### config.mk
export PLATFORM = sky130hd
export DESIGN_NAME = uart_echo_buffer_flat
export DESIGN_NICKNAME = d
export VERILOG_FILES = /design/src/rtl/uart_echo_buffer_if.sv /design/src/rtl/uart_echo_buffer.sv /design/src/flat_wrapper.sv
export SDC_FILE = /design/constraint.sdc
export NUM_CORES = 1
export LEC_CHECK = 0
export CORE_MARGIN = 3
export CORE_UTILIZATION = 31
export CTS_CLUSTER_DIAMETER = 60
export DETAILED_ROUTE_END_ITERATION = 8
export GPL_ROUTABILITY_DRIVEN = 1
export GPL_TIMING_DRIVEN = 0
export PLACE_DENSITY = 0.53
export SYNTH_ARGS = -nofsm -noshare
export SYNTH_HDL_FRONTEND = slang
export SYNTH_SLANG_ARGS = --single-unit
export TNS_END_PERCENT = 100
### constraint.sdc
create_clock -name clock -period 2.2 [get_ports clock]
set_input_delay 0.33 -clock clock [delete_from_list [all_inputs] [get_ports clock]]
set_output_delay 0.33 -clock clock [all_outputs]
set_load 0.01 [all_outputs]
### src/rtl/uart_echo_buffer_if.sv
// uart_echo_buffer_if
//   Handshake bundle between simple_uart and uart_echo_buffer.
//
//   Signals
//     rx_value        word received by the UART
//     rx_value_ready  1-cycle strobe, rx_value valid
//     tx_value        word to transmit, held stable until tx_value_done
//     tx_value_write  1-cycle strobe launching a transmission
//     tx_value_done   1-cycle strobe, transmission finished
//
//   Modports
//     master  echo buffer side (consumes rx, drives tx)
//     slave   UART side (drives rx and done, consumes tx)
interface uart_echo_buffer_if #(
  parameter int DATA_WIDTH = 8
);

  logic [DATA_WIDTH-1:0] rx_value;
  logic                  rx_value_ready;
  logic [DATA_WIDTH-1:0] tx_value;
  logic                  tx_value_write;
  logic                  tx_value_done;

  modport master (
    input  rx_value,
    input  rx_value_ready,
    input  tx_value_done,
    output tx_value,
    output tx_value_write
  );

  modport slave (
    output rx_value,
    output rx_value_ready,
    output tx_value_done,
    input  tx_value,
    input  tx_value_write
  );

endinterface

### src/rtl/uart_echo_buffer.sv
// uart_echo_buffer
//   Buffered UART echo engine. Received words are absorbed into a FIFO and
//   replayed one at a time towards the UART transmitter; the next word is
//   only launched after the UART reports the previous one as done.
//   Fill level, overflow statistics and the last echoed word are exported
//   for LEDs and debug.
//
//   Optional feature macro: UART_ECHO_CRLF_EN
//     When defined, every echoed carriage return (8'h0D) is followed by a
//     generated line feed (8'h0A) that does not consume a FIFO entry.
//     When undefined, 8'h0D is echoed like any other word.
//
//   Parameters
//     DATA_WIDTH       UART word width (>= 8 when UART_ECHO_CRLF_EN is defined)
//     LOG2_DEPTH       FIFO depth is 2**LOG2_DEPTH words
//     OVF_COUNT_WIDTH  width of the saturating overflow counter
//
//   Ports
//     clock       in   system clock
//     arst_n      in   asynchronous active-low reset
//     uart        if   master side of uart_echo_buffer_if (rx in, tx out)
//     last_value  out  last word issued on tx_value
//     level       out  FIFO occupancy, 0..2**LOG2_DEPTH
//     empty       out  registered FIFO empty flag
//     full        out  registered FIFO full flag
//     ovf_count   out  number of dropped words, saturates at all-ones
module uart_echo_buffer #(
  parameter int DATA_WIDTH      = 8,
  parameter int LOG2_DEPTH      = 4,
  parameter int OVF_COUNT_WIDTH = 8
) (
  input  logic                       clock,
  input  logic                       arst_n,
  uart_echo_buffer_if.master         uart,
  output logic [DATA_WIDTH-1:0]      last_value,
  output logic [LOG2_DEPTH:0]        level,
  output logic                       empty,
  output logic                       full,
  output logic [OVF_COUNT_WIDTH-1:0] ovf_count
);

  localparam int DEPTH = 2 ** LOG2_DEPTH;

  localparam logic [LOG2_DEPTH:0]        LEVEL_FULL = (LOG2_DEPTH + 1)'(DEPTH);
  localparam logic [LOG2_DEPTH:0]        LEVEL_ONE  = (LOG2_DEPTH + 1)'(1);
  localparam logic [LOG2_DEPTH-1:0]      PTR_ONE    = LOG2_DEPTH'(1);
  localparam logic [OVF_COUNT_WIDTH-1:0] OVF_ONE    = OVF_COUNT_WIDTH'(1);
  localparam logic [OVF_COUNT_WIDTH-1:0] OVF_MAX    = '1;

`ifdef UART_ECHO_CRLF_EN
  localparam logic [DATA_WIDTH-1:0] CR_WORD = DATA_WIDTH'(8'h0D);
  localparam logic [DATA_WIDTH-1:0] LF_WORD = DATA_WIDTH'(8'h0A);

  typedef enum logic [1:0] {
    ST_IDLE    = 2'd0,
    ST_WAIT    = 2'd1,
    ST_LF      = 2'd2,
    ST_LF_WAIT = 2'd3
  } state_t;
`else
  typedef enum logic [1:0] {
    ST_IDLE = 2'd0,
    ST_WAIT = 2'd1
  } state_t;
`endif

  state_t state;
  state_t state_next;

  // FIFO storage and bookkeeping
  logic [DATA_WIDTH-1:0] mem [DEPTH];
  logic [LOG2_DEPTH-1:0] wr_ptr;
  logic [LOG2_DEPTH-1:0] rd_ptr;
  logic [LOG2_DEPTH:0]   level_next;
  logic [DATA_WIDTH-1:0] head;

  logic fifo_pop;
  logic push_ok;
  logic push_drop;

`ifdef UART_ECHO_CRLF_EN
  logic load_lf;
`endif

  // Transmit-side registers
  logic [DATA_WIDTH-1:0] tx_value_q;
  logic                  tx_write_q;

  assign uart.tx_value       = tx_value_q;
  assign uart.tx_value_write = tx_write_q;

  assign head = mem[rd_ptr];

  // A word arriving while the FIFO is full still fits if the head leaves
  // in the same cycle; rx is never back-pressured, so anything else is lost.
  assign push_ok   = uart.rx_value_ready && (!full || fifo_pop);
  assign push_drop = uart.rx_value_ready && !push_ok;

  // State register
  always_ff @(posedge clock or negedge arst_n) begin
    if (!arst_n) begin
      state <= ST_IDLE;
    end else begin
      state <= state_next;
    end
  end

  // Next-state and control decode
  always_comb begin
    state_next = state;
    fifo_pop   = 1'b0;
`ifdef UART_ECHO_CRLF_EN
    load_lf    = 1'b0;
`endif

    case (state)
      ST_IDLE: begin
        if (!empty) begin
          fifo_pop   = 1'b1;
          state_next = ST_WAIT;
        end
      end

      ST_WAIT: begin
        if (uart.tx_value_done) begin
`ifdef UART_ECHO_CRLF_EN
          // tx_value still holds the word that just completed
          if (tx_value_q == CR_WORD) begin
            state_next = ST_LF;
          end else begin
            state_next = ST_IDLE;
          end
`else
          state_next = ST_IDLE;
`endif
        end
      end

`ifdef UART_ECHO_CRLF_EN
      ST_LF: begin
        load_lf    = 1'b1;
        state_next = ST_LF_WAIT;
      end

      ST_LF_WAIT: begin
        if (uart.tx_value_done) begin
          state_next = ST_IDLE;
        end
      end
`endif

      default: begin
        state_next = ST_IDLE;
      end
    endcase
  end

  // Transmit word, launch strobe and last-echoed word
  always_ff @(posedge clock or negedge arst_n) begin
    if (!arst_n) begin
      tx_value_q <= '0;
      tx_write_q <= 1'b0;
      last_value <= '0;
    end else begin
      tx_write_q <= 1'b0;
      if (fifo_pop) begin
        tx_value_q <= head;
        last_value <= head;
        tx_write_q <= 1'b1;
      end
`ifdef UART_ECHO_CRLF_EN
      if (load_lf) begin
        tx_value_q <= LF_WORD;
        last_value <= LF_WORD;
        tx_write_q <= 1'b1;
      end
`endif
    end
  end

  // Occupancy after this cycle's push/pop
  always_comb begin
    level_next = level;
    if (push_ok && !fifo_pop) begin
      level_next = level + LEVEL_ONE;
    end else if (!push_ok && fifo_pop) begin
      level_next = level - LEVEL_ONE;
    end
  end

  // Pointers, level, flags and overflow counter; flags are derived from
  // level_next so they stay in step with the registered level.
  always_ff @(posedge clock or negedge arst_n) begin
    if (!arst_n) begin
      wr_ptr    <= '0;
      rd_ptr    <= '0;
      level     <= '0;
      empty     <= 1'b1;
      full      <= 1'b0;
      ovf_count <= '0;
    end else begin
      if (push_ok) begin
        wr_ptr <= wr_ptr + PTR_ONE;
      end
      if (fifo_pop) begin
        rd_ptr <= rd_ptr + PTR_ONE;
      end
      level <= level_next;
      empty <= (level_next == '0);
      full  <= (level_next == LEVEL_FULL);
      if (push_drop && (ovf_count != OVF_MAX)) begin
        ovf_count <= ovf_count + OVF_ONE;
      end
    end
  end

  // Storage array has no reset; validity is tracked by the pointers.
  // When full, the write and the head read may hit the same slot in one
  // cycle: the head is read before the edge, the new word lands after it.
  always_ff @(posedge clock) begin
    if (push_ok) begin
      mem[wr_ptr] <= uart.rx_value;
    end
  end

  // Internal consistency properties
  a_empty_consistent : assert property (
    @(posedge clock) disable iff (!arst_n) empty == (level == '0)
  );

  a_full_consistent : assert property (
    @(posedge clock) disable iff (!arst_n) full == (level == LEVEL_FULL)
  );

  a_write_single_pulse : assert property (
    @(posedge clock) disable iff (!arst_n) tx_write_q |=> !tx_write_q
  );

endmodule

### src/flat_wrapper.sv
// flat-port wrapper written by rule: the top's interface ports become plain ports
module uart_echo_buffer_flat 
#(
  parameter int DATA_WIDTH      = 8,
  parameter int LOG2_DEPTH      = 4,
  parameter int OVF_COUNT_WIDTH = 8
)
  (clock, arst_n, last_value, level, empty, full, ovf_count, uart_rx_value, uart_rx_value_ready, uart_tx_value_done, uart_tx_value, uart_tx_value_write);
  uart_echo_buffer_if #(.DATA_WIDTH(DATA_WIDTH)) uart_i ();
  input  logic clock;
  input  logic arst_n;
  output logic [DATA_WIDTH-1:0] last_value;
  output logic [LOG2_DEPTH:0] level;
  output logic empty;
  output logic full;
  output logic [OVF_COUNT_WIDTH-1:0] ovf_count;
  input wire logic [$bits(uart_i.rx_value)-1:0] uart_rx_value;
  input wire logic [$bits(uart_i.rx_value_ready)-1:0] uart_rx_value_ready;
  input wire logic [$bits(uart_i.tx_value_done)-1:0] uart_tx_value_done;
  output wire logic [$bits(uart_i.tx_value)-1:0] uart_tx_value;
  output wire logic [$bits(uart_i.tx_value_write)-1:0] uart_tx_value_write;
  assign uart_i.rx_value = uart_rx_value;
  assign uart_i.rx_value_ready = uart_rx_value_ready;
  assign uart_i.tx_value_done = uart_tx_value_done;
  assign uart_tx_value = uart_i.tx_value;
  assign uart_tx_value_write = uart_i.tx_value_write;
  uart_echo_buffer #(.DATA_WIDTH(DATA_WIDTH), .LOG2_DEPTH(LOG2_DEPTH), .OVF_COUNT_WIDTH(OVF_COUNT_WIDTH)) u_core (.clock(clock), .arst_n(arst_n), .uart(uart_i), .last_value(last_value), .level(level), .empty(empty), .full(full), .ovf_count(ovf_count));
endmodule
After elaboration in Yosys (flattened, before gate mapping):

Memories as Yosys holds them, arrays and structs flattened. A register that Yosys moved wholly into a read port is not among the register bits.
Cells that the tools add are included.

* register bits after elaboration: 26
* output and inout port bits: 32
* bits in read-only memories: 0
* logic and storage cells: 42
* bits in latches: 0
* memories: 1
* bits of input ports: 12
* memory bits (writable): 128

Memories
* u_core.mem: depth 16, bits a word 8, read ports 1, clocked after memory_dff 1, write ports 1, RTL line uart_echo_buffer.sv:71 `logic [DATA_WIDTH-1:0] mem [DEPTH];`

* add/sub/neg operators: 5
* bitwise gates (word level): 0
* equal/unequal tests: 5
* muxes and demuxes: 10
* multiply operators: 0
* magnitude comparators: 0
* div/mod/pow operators: 0
* reductions and logical operators: 13
* shifts and indexed selects: 0

Operators with widths (count)
* $mux W5: 2
* $add A4 B1 Y4 const B: 2
* $add A8 B1 Y8 const B: 1
* $ne A8 B8 Y1 const B: 1
* $add A5 B1 Y5 const B: 1
* $eq A5 B5 Y1 const B: 1
* $logic_and A1 B1 Y1: 5
* $logic_not A5 Y1: 1
* $mux W1: 5
* $sub A5 B1 Y5 const B: 1
* $logic_not A1 Y1: 4
* $mux W2: 2
* $ne A2 B2 Y1 const B: 2
* $pmux W2 S2: 1
* $eq A2 B1 Y1 const B: 1
* $logic_not A2 Y1: 1
* $reduce_and A2 Y1: 1
* $logic_or A1 B1 Y1: 1

Depth between registers and ports, before layout:

* depth after elaboration: 9
* depth in mapped cells: 7
* depth with buffers taken out: 6

Least setup slack after synthesis:

No wires, ideal clock.

* path type: register to register
* start point: reg u_core.state[0]
* end point: mem u_core.mem[7][0] (enable)
* required time: 1.815 ns
* slack: 0.012 ns
* library setup time: 0.385 ns
* stages on the path, launching flop included: 6
* data arrival time: 1.803 ns
* path through: dfrtp_1 > o21ai_0 > and2_1 > clkbuf_1 > nand2_1 > nor3b_1

* longest elaborated chain between the ends: 6

RTL lines
* start: declaration: RTL line uart_echo_buffer.sv:67 `state_t state;`
* start signal: assignment: RTL line uart_echo_buffer.sv:104 `state <= state_next;`
* $logic_not A2 Y1: RTL line uart_echo_buffer.sv:116 `case (state)`
* $mux W1: RTL line uart_echo_buffer.sv:116
* $logic_or A1 B1 Y1: RTL line uart_echo_buffer.sv:96 `assign push_ok = uart.rx_value_ready && (!full || fifo_pop);`
* $logic_and A1 B1 Y1: RTL line uart_echo_buffer.sv:96
* $mux W1: RTL line uart_echo_buffer.sv:221 `if (push_ok) begin`
* $mux W1 (not written as such): RTL line uart_echo_buffer.sv:222 `mem[wr_ptr] <= uart.rx_value;`
* end: declaration: RTL line uart_echo_buffer.sv:71

No other way between the ends.

Worst setup path in the final report:

* start point: reg u_core.wr_ptr[2]
* end point: mem u_core.mem[4][5] (enable)

RTL lines
* start: declaration: RTL line uart_echo_buffer.sv:72 `logic [LOG2_DEPTH-1:0] wr_ptr;`
* start signal: assignment: RTL line uart_echo_buffer.sv:203 `wr_ptr <= wr_ptr + PTR_ONE;`

No word-level cell before the write port.

==> metrics.md <==
| Metric | Value |
|---|---|
| Leftover overflow at the end of global routing | `0` |
| Crit-path max FO | `10` |
| Clock skew | `~0.013 ns` |
| Ratio of cells with drive above 1 in the final layout | `19.3%` |
| Estimated wirelength of the detail-placed design | `about 9800 um` |
| H-tree lvl count | `4` |
| Iteration-0 DRC count of the detailed router | `around 230` |
| Count of endpoints failing setup in the final report | `0` |
| Clock-pin slew reported for the worst setup and hold paths after clock tree synthesis | `0.06 ns` |
| Maximum buffer depth of the clock tree | `2` |
| Avg Synthesized Cell Area | `between 15 and 20 um^2` |
| Via count of the first global-routing pass | `between 3000 and 4000` |
| Ys Warns | `0` |
| Synth top area cells | `sky130_fd_sc_hd__edfxtp_1 (58%), sky130_fd_sc_hd__dfrtp_1 (12%), sky130_fd_sc_hd__mux2i_1 (6.2%)` |
| Leading cell type by number of instances after synthesis | `sky130_fd_sc_hd__edfxtp_1` |
| Count of mapped cells out of synthesis | `around 400` |
| Share of power burned in combinational logic | `between 30% and 40%` |
| Slew Viols, Final | `0` |
| Net count reported at finish | `approximately 490` |
| Post-Syn Nets | `about 420` |
| Internal power summed over all cells | `7.24 mW` |
| Number of cells in the finished layout apart from fillers | `~750` |
| Classification of the worst setup path | `register to register` |
| Count of antenna diodes in the layout | `0` |
| Worst stage delay on the critical path | `around 0.53 ns` |
| Portion of synthesized cell area occupied by the leading cell type | `around three fifths` |
| Largest net degree at the start of global routing | `34` |
| Initial core utilization | `between 30% and 40%` |
| Slew @ Worst Pin | `about 0.84 ns` |
| Setup repair after global routing missed its margin | `no` |
| Clock share of power | `between 20 and 30%` |
| Core area | `20600 um^2` |
| Setup TNS | `0 ns` |
| Part of the cycle the worst path needs | `between 90% and 100%` |
| Number of hold buffers added after CTS | `0` |
| Cell class contributing the biggest share of worst-path delay | `buffers and inverters` |
| Leak pwr | `approximately 3 nW` |
| Outcome | `completed` |
| # placed instances | `716` |
| Global-route wire length before repair | `22700 um` |
| Post-synth EDFFs | `~130` |
| Sequential share of power | `38.3%` |
| Distinct cells, synth | `48` |
| CTS tree | `built` |
| GRT Overall Usage | `approximately 14%` |
| Primary flip-flop cell chosen by synthesis mapping | `sky130_fd_sc_hd__edfxtp_1` |
| Library cell used as clock root buffer | `sky130_fd_sc_hd__clkbuf_16` |
| Pwr/cell area | `between 1000 and 1500 nW/um^2` |
| Insertion delay of the later-clocked pin in the worst-skew pair | `roughly 0.42 ns` |
| Max_slew headroom | `43.8%` |
| Biggest area consumer among synthesized cells | `sky130_fd_sc_hd__edfxtp_1` |
| Post-synthesis cell area | `between 6000 and 7000 um^2` |
| Hold Vio Cnt, Final | `0` |
| Synthesized-area fraction occupied by xor and xnor cells | `about 2.1%` |
| Die area | `23000 um^2` |
| Mux contribution to synthesized area | `a little under an eighth` |
| Clock period minus worst slack | `2.09 ns` |
| Global placer's final weighted congestion | `0.773` |
| Number of sinks on the clock net | `~160` |
| Final routed wire length divided by cell count | `slightly below 20 um` |
| Fraction of registers with async set/reset | `roughly a fifth` |
| Fraction of the mapped netlist area in simple logic gates | `5.69%` |
| Total net switching power | `around 3.4 mW` |
| Boundary Pins | `44` |
| Total iterations of the first detailed-routing run | `4` |
| Switching part of the total power | `32.1%` |
| Via-to-Cell Ratio | `~4.9` |
| DRC | `0` |
| Total length of routed wires | `14700 um` |
| Total of fill cells in the finished design | `around 1900` |
| Crit path DAT | `about 2.2 ns` |
| MaxCap Viol Count | `0` |
| Placement Rows | `52` |
| Sequential cell area fraction in the yosys report | `a little under three quarters` |
| Ranking of synthesized cells by instance count | `sky130_fd_sc_hd__edfxtp_1 (128), sky130_fd_sc_hd__mux2i_1 (41), sky130_fd_sc_hd__dfrtp_1 (32)` |
| Type of the most critical hold path | `input pin to asynchronous set/reset pin` |
| Area fraction in compound gates after synthesis | `under 10%` |
| Flops & latches, synth | `161` |
| TritonCTS Buffers | `17` |
| Combinational family with the most area after synthesis | `multiplexers` |
| Port buffer count | `42` |
| Synthesized-area fraction occupied by adder cells | `1.52%` |
| Upper clock frequency limit | `~480 MHz` |
| Post-route total power | `between 10 and 15 mW` |
| Synthesis-to-finish area growth | `24.4%` |
| Y dimension of the die | `roughly 150 um` |
| Kind of end point of the critical path | `register` |
| Floorplan die width | `~150 um` |
| Data required time of the critical path | `2.33 ns` |
| Routed via count | `approximately 3700` |
| Cell at the slowest stage of the critical path | `sky130_fd_sc_hd__clkbuf_1` |
| Post-route ant nets | `0` |
| Crit path cell chain | `clkbuf_1 -> nand2_1 -> nor3_4 -> buf_4` |
| Worst path bufs/invs | `2` |
| Worst IR Drop VDD | `around 0.0005 V` |
| Launching element type of the critical path | `register` |
| Initial antenna violation count | `0` |
==> power groups by stage <==
stage / combinational [mW] / sequential (mW) / clock, mW
final: 3.59 / 4.09 / 2.99
after global routing: 3.89 / 4.15 / 3.21
after CTS: 3.56 / 4.09 / 3.06
after detailed placement: 3.42 / 4.15 / 0
after global placement: 3.32 / 4.12 / 0
after floorplan: 2.08 / 4.13 / 0
==> kinds of logic (layout without fill, tap and decap cells) <==
| kind of cell | count (synthesis) | in the layout |
|---|---|---|
| flops | 161 | 161 |
| mux | 58 | 58 |
| compound gates | 48 | 48 |
| simple gates | 72 | 72 |
| xor+xnor | 16 | 16 |
| fa+ha+maj | 8 | 8 |
| buf+inv | 36 | 119 |
==> stage by stage <==
step	utilization, %	cell area [um^2]	hold WS [ns]	setup slack, ns
final	39.8	8190	0.0131	0.109
after global routing	39.8	8190	0.0685	0.0201
after CTS	39.6	8150	0.0301	-0.232
after detailed placement	36.0	7400	0.477	-0.652
after global placement	35.7	7340	0.485	-0.787
after floorplan	-	6580	0.0344	0.0120
==> sequential cells by signal, summed over array words and instances, names as in the netlist, 4 cells and up <==
| signal | cells |
|---|---|
| u_core.mem | 128 |
| u_core.ovf_count | 8 |
| u_core.uart.tx_value | 8 |
| u_core.level | 5 |
| u_core.rd_ptr | 4 |
| u_core.wr_ptr | 4 |
==> cell usage in the layout (no fill, tap or decap), types with 7 or more instances in the layout <==
| cell type | netlist | layout |
|---|---|---|
| sky130_fd_sc_hd__nor2_1 | 12 | 9 |
| sky130_fd_sc_hd__clkdlybuf4s50_1 | 0 | 41 |
| sky130_fd_sc_hd__nand2_1 | 17 | 16 |
| sky130_fd_sc_hd__clkbuf_16 | 0 | 17 |
| sky130_fd_sc_hd__edfxtp_1 | 128 | 128 |
| sky130_fd_sc_hd__xor2_1 | 7 | 7 |
| sky130_fd_sc_hd__mux2i_1 | 41 | 41 |
| sky130_fd_sc_hd__a21oi_1 | 9 | 9 |
| sky130_fd_sc_hd__clkbuf_1 | 7 | 7 |
| sky130_fd_sc_hd__xnor2_1 | 9 | 9 |
| sky130_fd_sc_hd__o22ai_1 | 16 | 16 |
| sky130_fd_sc_hd__buf_4 | 9 | 15 |
| sky130_fd_sc_hd__mux4_2 | 16 | 16 |
| sky130_fd_sc_hd__ha_1 | 8 | 8 |
| sky130_fd_sc_hd__inv_1 | 9 | 9 |
| sky130_fd_sc_hd__o32ai_1 | 8 | 8 |
| sky130_fd_sc_hd__dfrtp_1 | 32 | 32 |
==> metal layers <==
metal / wire length, um / GRT usage [%] / up-vias
li1: - / - / 1695
met1: 6420 / 17.8 / 1879
met2: 7430 / 22.6 / 85
met3: 670 / 3.54 / 12
met4: 164 / 4.04 / 0
met5: 0 / 0 / -
==> path summary, 6_finish.rpt <==
kind	start	endpoint	slack, ns	cells past startpoint
min in group clock	uart_tx_value_done	u_core.state[0]$_DFFE_PN0P_	0.50	2
max in group asynchronous	arst_n	u_core.uart.tx_value[7]$_DFFE_PN0P_	1.65	1
max reg2reg	u_core.wr_ptr[2]$_DFFE_PN0P_	u_core.mem[4][5]$_DFFE_PP_	0.11	4
min reg2reg	u_core.rd_ptr[3]$_DFFE_PN0P_	u_core.rd_ptr[3]$_DFFE_PN0P_	0.51	1
max	u_core.wr_ptr[2]$_DFFE_PN0P_	u_core.mem[4][5]$_DFFE_PP_	0.11	4
min	arst_n	u_core.level[4]$_DFF_PN0_	0.01	1
==> cell type report <==
class | count | area, um^2 | area share [%]
Clock buffer | 20 | 447 | 5.46
Timing Repair Buffer | 52 | 538 | 6.57
Buffer | 25 | 160 | 1.96
Multi-Input combinational cell | 202 | 1840 | 22.4
Tap cell | 270 | 338 | 4.13
Inverter | 10 | 40.0 | 0.489
Sequential cell | 161 | 4670 | 57.1
Clock inverter | 12 | 158 | 1.93
==> what timing repair did <==
item,4_1_cts,5_1_grt
buffers inserted,5,0
pin swaps,4,0
setup endpoints to repair,80,81
hold endpoints to repair,0,0
resized for setup,11,15
(Power assumes the default switching activity.)
